**config.mk**
```make
export PLATFORM = sky130hd
export DESIGN_NAME = adpll_tx_ser
export DESIGN_NICKNAME = d
export VERILOG_FILES = /design/src/rtl/adpll_pkg.sv /design/src/rtl/adpll_tx_fifo.sv /design/src/rtl/adpll_tx_ser.sv
export SDC_FILE = /design/constraint.sdc
export NUM_CORES = 1
export LEC_CHECK = 0
export CAP_MARGIN = 20
export CORE_ASPECT_RATIO = 0.6
export CORE_MARGIN = 2
export CORE_UTILIZATION = 62
export DETAILED_ROUTE_END_ITERATION = 8
export GPL_TIMING_DRIVEN = 0
export PLACE_DENSITY = 0.9
export SKIP_LAST_GASP = 1
export SLEW_MARGIN = 20
export SYNTH_ARGS = -nofsm -noshare
export SYNTH_HDL_FRONTEND = slang
export SYNTH_SLANG_ARGS = --single-unit
```
**constraint.sdc**
```tcl
create_clock -name clk -period 4.4 [get_ports clk]
set_input_delay 0.88 -clock clk [delete_from_list [all_inputs] [get_ports clk]]
set_output_delay 0.88 -clock clk [all_outputs]
set_load 0.03 [all_outputs]
```
**src/rtl/adpll_pkg.sv**
```systemverilog
// Shared encodings for the ADPLL TX serializer: operation modes and FSM states.
// PREAMBLE state exists only when ADPLL_TX_PREAMBLE_EN is defined.
package adpll_pkg;

  typedef enum logic [1:0] {
    MODE_PD   = 2'd0,
    MODE_TEST = 2'd1,
    MODE_RX   = 2'd2,
    MODE_TX   = 2'd3
  } adpll_mode_e;

  typedef enum logic [2:0] {
    ST_IDLE      = 3'd0,
    ST_WAIT_LOCK = 3'd1,
`ifdef ADPLL_TX_PREAMBLE_EN
    ST_PREAMBLE  = 3'd2,
`endif
    ST_SEND      = 3'd3,
    ST_WAIT_DATA = 3'd4
  } tx_state_e;

  localparam logic [7:0] PREAMBLE_BYTE = 8'h55;

endpackage

```
**src/rtl/adpll_tx_fifo.sv**
```systemverilog
// Byte FIFO feeding the TX serializer; flush has priority over push/pop.
// Pointers and count are reset, storage is not.
module adpll_tx_fifo #(
  parameter int DEPTH  = 4,
  parameter int DATA_W = 8
) (
  input  logic              clk,
  input  logic              rst,
  input  logic              push,
  input  logic              pop,
  input  logic              flush,
  input  logic [DATA_W-1:0] wdata,
  output logic [DATA_W-1:0] rdata,
  output logic              full,
  output logic              empty
);

  localparam int AW = (DEPTH > 1) ? $clog2(DEPTH) : 1;
  localparam logic [AW:0] FULL_CNT = DEPTH[AW:0];

  logic [DATA_W-1:0] mem [DEPTH];
  logic [AW-1:0]     wr_ptr;
  logic [AW-1:0]     rd_ptr;
  logic [AW:0]       count;
  logic              do_push;
  logic              do_pop;

  assign full    = (count == FULL_CNT);
  assign empty   = (count == '0);
  assign do_push = push & ~full;
  assign do_pop  = pop & ~empty;
  assign rdata   = mem[rd_ptr];

  always_ff @(posedge clk or negedge rst) begin
    if (!rst) begin
      wr_ptr <= '0;
      rd_ptr <= '0;
      count  <= '0;
    end else if (flush) begin
      wr_ptr <= '0;
      rd_ptr <= '0;
      count  <= '0;
    end else begin
      if (do_push) wr_ptr <= wr_ptr + AW'(1);
      if (do_pop)  rd_ptr <= rd_ptr + AW'(1);
      case ({do_push, do_pop})
        2'b10:   count <= count + (AW+1)'(1);
        2'b01:   count <= count - (AW+1)'(1);
        default: count <= count;
      endcase
    end
  end

  always_ff @(posedge clk) begin
    if (do_push && !flush) mem[wr_ptr] <= wdata;
  end

endmodule

```
**src/rtl/adpll_tx_ser.sv**
```systemverilog
// ADPLL TX serializer: FIFO bytes shifted out LSB first as BIT_CYCLES-long symbols.
// Define ADPLL_TX_PREAMBLE_EN to prepend an 8-symbol 0x55 preamble to each burst.
module adpll_tx_ser
  import adpll_pkg::*;
#(
  parameter int BIT_CYCLES = 32,
  parameter int FIFO_DEPTH = 4
) (
  input  logic       clk,
  input  logic       rst,
  input  logic       en,
  input  logic [1:0] adpll_mode,
  input  logic       channel_lock,
  input  logic [7:0] byte_in,
  input  logic       byte_valid,
  output logic       byte_ready,
  output logic       data_mod,
  output logic       sym_strobe,
  output logic       tx_active,
  output logic       underrun
);

  localparam int CNT_W = (BIT_CYCLES > 1) ? $clog2(BIT_CYCLES) : 1;
  localparam logic [CNT_W-1:0] CNT_LAST = CNT_W'(BIT_CYCLES - 1);

  tx_state_e        state, state_nx;
  logic [CNT_W-1:0] cnt, cnt_nx;
  logic [2:0]       bit_idx, bit_nx;
  logic [7:0]       shreg, shreg_nx;
  logic             underrun_nx;
  logic             armed, boundary, counting;
  logic             fifo_push, fifo_pop, fifo_flush, fifo_full, fifo_empty;
  logic [7:0]       fifo_head;

  adpll_tx_fifo #(.DEPTH(FIFO_DEPTH), .DATA_W(8)) u_fifo (
    .clk   (clk),
    .rst   (rst),
    .push  (fifo_push),
    .pop   (fifo_pop),
    .flush (fifo_flush),
    .wdata (byte_in),
    .rdata (fifo_head),
    .full  (fifo_full),
    .empty (fifo_empty)
  );

  assign armed      = en & (adpll_mode == MODE_TX);
  assign boundary   = (cnt == CNT_LAST);
  // Gated by rst so the handshake drops the instant reset asserts.
  assign byte_ready = rst & armed & ~fifo_full;
  assign fifo_push  = byte_valid & byte_ready;

  always_comb begin
    tx_active = (state == ST_SEND);
`ifdef ADPLL_TX_PREAMBLE_EN
    tx_active = tx_active | (state == ST_PREAMBLE);
`endif
    counting = tx_active | (state == ST_WAIT_DATA);
  end

  assign data_mod   = tx_active & shreg[0];
  assign sym_strobe = counting & boundary;

  always_comb begin
    state_nx    = state;
    cnt_nx      = cnt;
    bit_nx      = bit_idx;
    shreg_nx    = shreg;
    underrun_nx = underrun;
    fifo_pop    = 1'b0;
    fifo_flush  = 1'b0;
    if (!armed) begin
      state_nx    = ST_IDLE;
      cnt_nx      = '0;
      bit_nx      = '0;
      underrun_nx = 1'b0;
      fifo_flush  = 1'b1;
    end else begin
      case (state)
        ST_IDLE: state_nx = ST_WAIT_LOCK;
        ST_WAIT_LOCK: begin
          if (channel_lock && !fifo_empty) begin
            cnt_nx = '0;
            bit_nx = '0;
`ifdef ADPLL_TX_PREAMBLE_EN
            state_nx = ST_PREAMBLE;
            shreg_nx = PREAMBLE_BYTE;
`else
            state_nx = ST_SEND;
            shreg_nx = fifo_head;
            fifo_pop = 1'b1;
`endif
          end
        end
        default: begin
          if (!counting) begin
            state_nx = ST_IDLE;
          end else if (!channel_lock) begin
            // Byte in flight is abandoned; queued bytes stay for the relock.
            state_nx = ST_WAIT_LOCK;
            cnt_nx   = '0;
            bit_nx   = '0;
          end else if (!boundary) begin
            cnt_nx = cnt + CNT_W'(1);
          end else begin
            cnt_nx = '0;
            if (state == ST_WAIT_DATA || bit_idx == 3'd7) begin
              bit_nx = '0;
              if (!fifo_empty) begin
                state_nx = ST_SEND;
                shreg_nx = fifo_head;
                fifo_pop = 1'b1;
              end else begin
                state_nx    = ST_WAIT_DATA;
                underrun_nx = 1'b1;
              end
            end else begin
              bit_nx   = bit_idx + 3'd1;
              shreg_nx = {1'b0, shreg[7:1]};
            end
          end
        end
      endcase
    end
  end

  always_ff @(posedge clk or negedge rst) begin
    if (!rst) begin
      state    <= ST_IDLE;
      cnt      <= '0;
      bit_idx  <= '0;
      underrun <= 1'b0;
    end else begin
      state    <= state_nx;
      cnt      <= cnt_nx;
      bit_idx  <= bit_nx;
      underrun <= underrun_nx;
    end
  end

  always_ff @(posedge clk) begin
    shreg <= shreg_nx;
  end

endmodule
```
* After elaboration in Yosys (flattened, before gate mapping) *
Memory sizes are Yosys's and may differ from the RTL's.
Index checks and enable logic that the tools add are counted.
Widths: inputs -> output; s select.

operators by class
  add/sub/neg operators = 6
  equal/unequal tests = 26
  muxes and demuxes = 51
  bitwise operators = 12
  reductions and logical operators = 15

operators by type and width
  cell                 number
  $mux 8               6
  $mux 3               14
  $mux 5               5
  $pmux 3 s2           3
  $mux 1               16
  $pmux 8 s2           1
  $ne 2x1->1 const B   6
  $pmux 5 s2           1
  $eq 3x3->1 const B   3
  $and 1x1->1          8
  $mux 2               4
  $ne 2x2->1 const B   4
  $reduce_and 7->1     1
  $add 3x1->3 const B  2
  $logic_not 3->1      2
  $ne 3x1->1 const B   2
  $ne 6x3->1 const B   1
  $ne 6x4->1 const B   1
  $reduce_and 3->1     2
  $reduce_and 6->1     1
  $reduce_bool 2->1    3
  $add 5x1->5 const B  1
  $eq 5x5->1 const B   1
  $add 2x1->2 const B  2
  other kinds (16)     20

word-level totals
  register bits after elaboration = 27
  memory bits (writable) = 32
  input port bits = 15
  word-level logic and storage cells = 119
  memories = 1

memories
  name        words  width  read ports  clocked after Yosys merged registers in  wr ports  RTL line             source
  u_fifo.mem  4      8      1           0                                        1         adpll_tx_fifo.sv:21  logic [DATA_W-1:0] mem [DEPTH];

* Logic depth before layout (Yosys ltp) *
  depth in word-level cells = 12
  depth in mapped cells = 10
  depth with buffers taken out = 9

* Cells and area by module *
A second synthesis with hierarchy kept.

unflattened totals
  cells, all modules = 230
  area, all modules = 3022.9 µm²

by module, submodules not included
  module         times used  cells an instance  area each (µm²)  sequential area each (µm²)
  adpll_tx_fifo  1           107                1747.9           1136.1
  adpll_tx_ser   1           123                1275.0           540.5

* Worst setup path before layout *
Ideal clock, no wire load.

  kind = in2out
  start = input port en
  end = output port byte_ready
  arrival = 1.680 ns
  data required time = 3.520 ns
  slack = 1.840 ns
  cell stages on the path = 4
  path buffers = 2
  cell sequence = and3_1 > buf_2 > and3_1 > clkbuf_1

between the ends
  longest elaborated chain between the ends = 3

RTL lines
  item                      RTL line            source
  from (decl)               adpll_tx_ser.sv:11  input logic en,
  $and 1x1->1               adpll_tx_ser.sv:47  assign armed = en & (adpll_mode == MODE_TX);
  $and 1x1->1 (2 in a row)  adpll_tx_ser.sv:50  assign byte_ready = rst & armed & ~fifo_full;
  to (decl)                 adpll_tx_ser.sv:16  output logic byte_ready,

No other way between the ends.

* Worst setup path in the final report *
Ends and elaborated chain as after synthesis.

==> summary.md <==
| Metric | Value |
|---|---|
| Die width | around 90 um |
| Routed Antenna Nets | 0 |
| Num Clock Sinks | between 50 and 60 |
| Post-CTS resize count | 0 |
| # IOs | 20 |
| Total of max-cap violations | 0 |
| Post-synth cell types | 51 |
| R2R cell count | 9 |
| Detailed Route Iter0 Violations | about 170 |
| Sequential-to-total area share from yosys stat | 0.600 |
| DRC violations left | 0 |
| DR WL/cell | approximately 18 um |
| Kind of critical path | in2out |
| FFs w/ async S/R, synth | 0.322 |
| CP bufs+invs | 4 |
| Synth Register Bits | slightly below 60 |
| Starting density of the core | 0.663 |
| Worst-path clk slew | 0.06 ns |
| Postcts setup bufs | 0 |
| F_max | ~270 MHz |
| Post-synth EDFFs | 40 |
| Congestion Overflow GR | 0 |
| Crit-path slowest cell | clkdlybuf4s50_1 |
| Number of H-tree branching levels | 3 |
| R2R Setup Slk | 1.65 ns |
| Drt pass-1 iters | 5 |
| Fin Hold WS | 0.489 ns |
| First-pass GRT wire length | ~8.9 mm |
| Share of cells above drive strength 1 | 0.192 |
| CP arrival | 2.81 ns |
| Overall Global Routing Usage | 0.235 |
| Pin count of the biggest net entering global routing | 22 |
| Final Cycle Share | 0.839 |
| # nets final | 250 |
| Syn avg cell area | ~14 sq um |
| Final worst path period need | approximately 3.7 ns |
| CP max FO | 6 |
| Final setup violation count | 0 |
| Syn Std Cell Area | about 2800 sq um |
| Area growth syn-to-layout | 15.2% |
| RR Startpoint | cnt[0] |
| Clk_lat worst skew | ~0.33 ns |
| Core ar. | 4210 sq um |
| RSZ-0062 raised after global routing | false |
| Synth Flop Type | edfxtp_1 |
| Crit path required time | 3.52 ns |
| Fin util | 0.764 |
| Vias in the first global route | roughly 1.8k |
| Worst hold stages | 1 |
| Die ar. | 5070 sq um |
| Clk buf depth | 2 |
| YS warnings | 0 |
| Die Y | around 56 um |
| Least-Margin Pin Slew | around 0.73 ns |
| Area after DPL | ~3100 sq um |
| HP Start | bit_idx[0] |
| Port Buf Inserts | 18 |
| # rows | 18 |
| Hold Path End | bit_idx[0] |
| Fin Clk Skew | approximately 0.0064 ns |
| CP delay by family, top | buffers and inverters |
| Worst slew margin | 0.513 |
| Cell count after synthesis | slightly below 200 |
| ANT cells | 0 |
| RD Place Congestion | 0.918 |
| Clock buffers created by TritonCTS | 9 |
| Status | completed |
| DR vias | about 1.8k |
| Cell breakdown of the critical path | clkdlybuf4s50_1, and3_1, buf_2, and3_1, clkbuf_1, clkdlybuf4s50_1 |
| Detailed placement HPWL | roughly 3.7 mm |
| Crit end category | primary output |
| RR Endpoint | u_fifo.count[2] |
| Hold crit path type | reg2reg |
| Max-slew violation count | 0 |
| Crit start category | input pin |
| CTS tree | done |
| Hold-fix buffers at CTS | 0 |
| CP max stage delay | about 0.70 ns |
| Fin. Hold Viols | 0 |
| Vias per Instance | around 6 |
| Leakage | ~1.2 nW |
| Peak supply drop | approximately 0.28 mV |
| Cell Pwr Density | ~340 nW/um^2 |
| Cell area after layout | around 3200 sq um |
| Syn Nets | between 200 and 250 |
| Fin Setup TNS | 0 ns |
| Root buf cell | clkbuf_8 |
| Initial antenna violation count | 0 |
| Routed WL | ~5.3 mm |
## logic make-up after synthesis
group	synth area share
buf+inv	0.0323
fa+ha+maj	0.0430
compound gates	0.0927
flops	0.600
xor+xnor	0.0157
mux	0.108
simple gates	0.108
## worst max-delay path by stage
stage	endpoint	from	cells past startpoint	slack (ns)
CTS	byte_ready	rst	4	0.28
floorplan	byte_ready	en	4	1.84
global placement	byte_ready	rst	4	0.30
finish	byte_ready	en	6	0.71
detailed placement	byte_ready	rst	4	0.31
global route	byte_ready	adpll_mode[0]	6	0.59
## flip-flops by register name, summed over array words and instances (netlist names)
name           cells
u_fifo.wr_ptr      2
shreg              8
state              3
cnt                5
bit_idx            3
u_fifo.rd_ptr      2
underrun           1
u_fifo.mem        32
u_fifo.count       3
## metrics by stage
step | power, mW | worst slack, ns | cells
floorplan | 0.628 | 1.84 | 197
global placement | 0.652 | 0.305 | 275
detailed placement | 0.654 | 0.313 | 275
CTS | 1.09 | 0.280 | 289
global route | 1.12 | 0.594 | 289
finish | 1.09 | 0.708 | 289
## report_power, final
| part | leakage [nW] | switching (mW) | internal (mW) | total, mW |
|---|---|---|---|---|
| registers | 0.622 | 0.00176 | 0.595 | 0.597 |
| clock network | 0.0875 | 0.197 | 0.248 | 0.445 |
| logic | 0.497 | 0.0255 | 0.0204 | 0.0460 |
## synthesized netlist by cell type, types with 2 or more instances
cell	number	area share
buf_2	3	0.0054
nor2_1	14	0.019
nand2_1	6	0.0081
nand3_1	6	0.011
clkbuf_1	3	0.0040
a211oi_1	2	0.0054
or3b_1	2	0.0063
o21ai_1	9	0.016
nand4_1	2	0.0045
buf_6	2	0.0081
nor3_1	3	0.0054
a31o_1	3	0.0094
and2_1	4	0.0090
xnor2_1	4	0.013
inv_1	8	0.011
edfxtp_1	40	0.43
ha_1	8	0.036
a21oi_1	4	0.0072
dfrtp_1	19	0.17
and3_1	9	0.020
mux2_2	7	0.028
mux4_2	9	0.073
a21o_1	2	0.0054
## cells in the final DEF (no fill, tap or decap), types with 2 or more instances in the layout
master            n
edfxtp_1         40
dfrtp_1          19
clkdlybuf4s50_1  17
nor2_1           14
mux4_2            9
and3_1            9
o21ai_1           9
clkbuf_8          9
inv_1             8
ha_1              8
mux2_2            7
nand2_1           6
nand3_1           6
buf_2             4
xnor2_1           4
and2_1            4
a21oi_1           4
clkbuf_1          3
nor3_1            3
a31o_1            3
clkinv_1          3
buf_6             2
or3b_1            2
nand4_1           2
a21o_1            2
## worst reg2reg max path: cells and delay by family, from the launching register on
| family | cells | cell delay [ns] |
|---|---|---|
| AO/OA/AOI/OAI | 2 | 0.51 |
| adder cells (fa/ha/maj) | 3 | 0.89 |
| buffers and inverters | 1 | 0.13 |
| flip-flops | 1 | 0.41 |
| multiplexers | 1 | 0.30 |
| AND/OR/NAND/NOR | 2 | 0.38 |
## routing by layer
| layer | GRT usage | vias up | wire, um |
|---|---|---|---|
| li1 | - | 805 | - |
| met5 | 0 | - | 0 |
| met2 | 0.344 | 81 | 2470 |
| met1 | 0.329 | 880 | 2310 |
| met3 | 0.0854 | 13 | 442 |
| met4 | 0.0835 | 0 | 102 |
## layout make-up
| cell class | count | area, sq um |
|---|---|---|
| plain buffers | 10 | 60.1 |
| clock buffers | 9 | 124 |
| clock inverters | 5 | 46.3 |
| fillers | 251 | 993 |
| inverters | 8 | 30.0 |
| multi-input cells | 120 | 1030 |
| flip-flops and latches | 59 | 1680 |
| well taps | 60 | 75.1 |
| repair buffers | 18 | 175 |
No activity file was read; power rests on OpenSTA's default activity.
==> edit: new RTL, same settings <==
Re-encode `tx_state_e` (4 states) as one-hot, 4 bits wide.
--- a/src/rtl/adpll_pkg.sv
+++ b/src/rtl/adpll_pkg.sv
@@ -10,12 +10,12 @@
   } adpll_mode_e;
 
-  typedef enum logic [2:0] {
-    ST_IDLE      = 3'd0,
-    ST_WAIT_LOCK = 3'd1,
+  typedef enum logic [3:0] {
+    ST_IDLE      = 4'b0001,
+    ST_WAIT_LOCK = 4'b0010,
 `ifdef ADPLL_TX_PREAMBLE_EN
     ST_PREAMBLE  = 3'd2,
 `endif
-    ST_SEND      = 3'd3,
-    ST_WAIT_DATA = 3'd4
+    ST_SEND      = 4'b0100,
+    ST_WAIT_DATA = 4'b1000
   } tx_state_e;
 
Check against the original RTL: same outputs for any inputs over 4 cycles, from zero or initial values and one cycle with rst low; so few cycles prove little.
==> edit against the unedited design <==
  * Worst setup slack worse by 0.031 ns
  * Largest cell class unchanged
  * Wire length decreased by 3.5%
  * Clock power increased by 4.5%
  * Sequential cell count increased by 1
  * Design area up 2.6%
  * Synthesized area rose by 2.3%
  * Critical endpoint unchanged
  * Total power rose by 2.3%
  * Fmax is 0.82% lower
  * Largest power group unchanged
==> edit: results (changes against the unedited design) <==
routability cong. 0.827 (-9.9%); Synth async-reset ratio 33.3% (+1.1 points); first-pass GRT wire length 8290 µm (-6.8%); largest net degree at the start of global routing 23 (+4.5%); pre-CTS setup slack 0.506 ns (+0.192 ns); VDD IR max 274 µV (-2.7%); Vias 1827 (+2.7%); fillers 278 (+11%); status finished, final reports clean; layout cells sized above 1 18.2% (-1.0 points); largest fanout on the critical path 10 (+4); Slew HR 50.8% (-0.53 points); worst hold-check slack 0.508 ns (+0.0186 ns); Mapped Nets 232 (+5.0%); commonest cells in the synthesized netlist edfxtp_1, dfrtp_1, nor2_1; met2 GRT Util 33.2% (-1.2 points); vias in the first global route 1706 (-3.1%); post-DP HPWL 3470 µm (-5.4%); met1 Use GR 30.3% (-2.6 points); ranking of synthesized cells by area edfxtp_1, dfrtp_1, mux4_2, mux2_2, ha_1; P_int 0.000900 W (+4.2%); DRT iter0 DRCs 191 (+14%); Worst R2R Setup Slack 1.56 ns (-0.09 ns); Vias/cell 5.99 (-2.7%); met3 Use GR 6.04% (-2.5 points); Total Nets Final 261 (+4.4%); slack of the critical path 0.677 ns (-0.0306 ns); syn avg cell area 13.7 µm² (-3.1%); Setup Skew 0.00796 ns (+0.00153 ns); final wirelength 5140 µm (-3.5%)
-- edit: cell count changes in the layout (fill, tap and decap cells not counted), moves of 3 or more --
cell and change:
mux2_2 +3, o21ai_1 -8, nand2_1 +3, a31o_1 -3
clkbuf_1 +4, mux2i_1 +4, xor2_1 +3, o21ai_0 +6
clkinv_1 -3, and3_1 -4
-- edit: layout make-up --
class | count | area share [%]
Clock inverter | 2 | 1.06
Multi-Input combinational cell | 129 | 32.5
Clock buffer | 14 | 4.62
Inverter | 9 | 1.02
Tap cell | 63 | 2.39
Sequential cell | 60 | 51.6
Timing Repair Buffer | 18 | 5.30
Buffer | 10 | 1.55
-- edit: through the flow --
stage | instance area, µm² | util, %
2_1_floorplan | 2860 | -
3_3_place_gp | 3120 | 69.3
3_5_place_dp | 3120 | 69.5
4_1_cts | 3310 | 73.6
5_1_grt | 3300 | 73.5
6_report | 3300 | 73.5
-- edit: layer usage --
metal  vias up  part of all wire, %
met3        14                  6.9
met4         0                  1.8
met1       890                   45
met2        87                   46
li1        836                    -
met5         -                    0
-- edit: kinds of logic after synthesis --
family,Yosys count,synth area share [%]
and+or+nand+nor,68,14.2
DFF,60,59.6
muxes,23,12.0
AOI/OAI and AO/OA,22,4.86
buffers and inverters,19,2.98
adders and majority gates,9,4.21
xor gates and xnor gates,7,2.15
-- edit: final timing paths --
check	from	end	cells past startpoint
worst max register to register	bit_idx[0]	u_fifo.count[2]	9
worst min-delay path	underrun	underrun	2
min in group asynchronous	rst	u_fifo.count[1]	1
max in group asynchronous	rst	state[0]	1
worst min register to register	underrun	underrun	2
worst max-delay path	adpll_mode[0]	byte_ready	5
-- edit: critical path: stages --
cell and delay, ns:
clkdlybuf4s50_1 0.49, and3_1 0.20, clkbuf_1 0.38, and3_1 0.23, clkdlybuf4s50_1 0.66
-- edit: power groups by stage --
stage | clock [W] | sequential [W] | combinational (W)
3_5_place_dp | 0 | 0.000617 | 0.0000417
3_3_place_gp | 0 | 0.000617 | 0.0000401
6_report | 0.000465 | 0.000606 | 0.0000420
4_1_cts | 0.000473 | 0.000606 | 0.0000425
5_1_grt | 0.000494 | 0.000606 | 0.0000460
2_1_floorplan | 0 | 0.000617 | 0.0000182
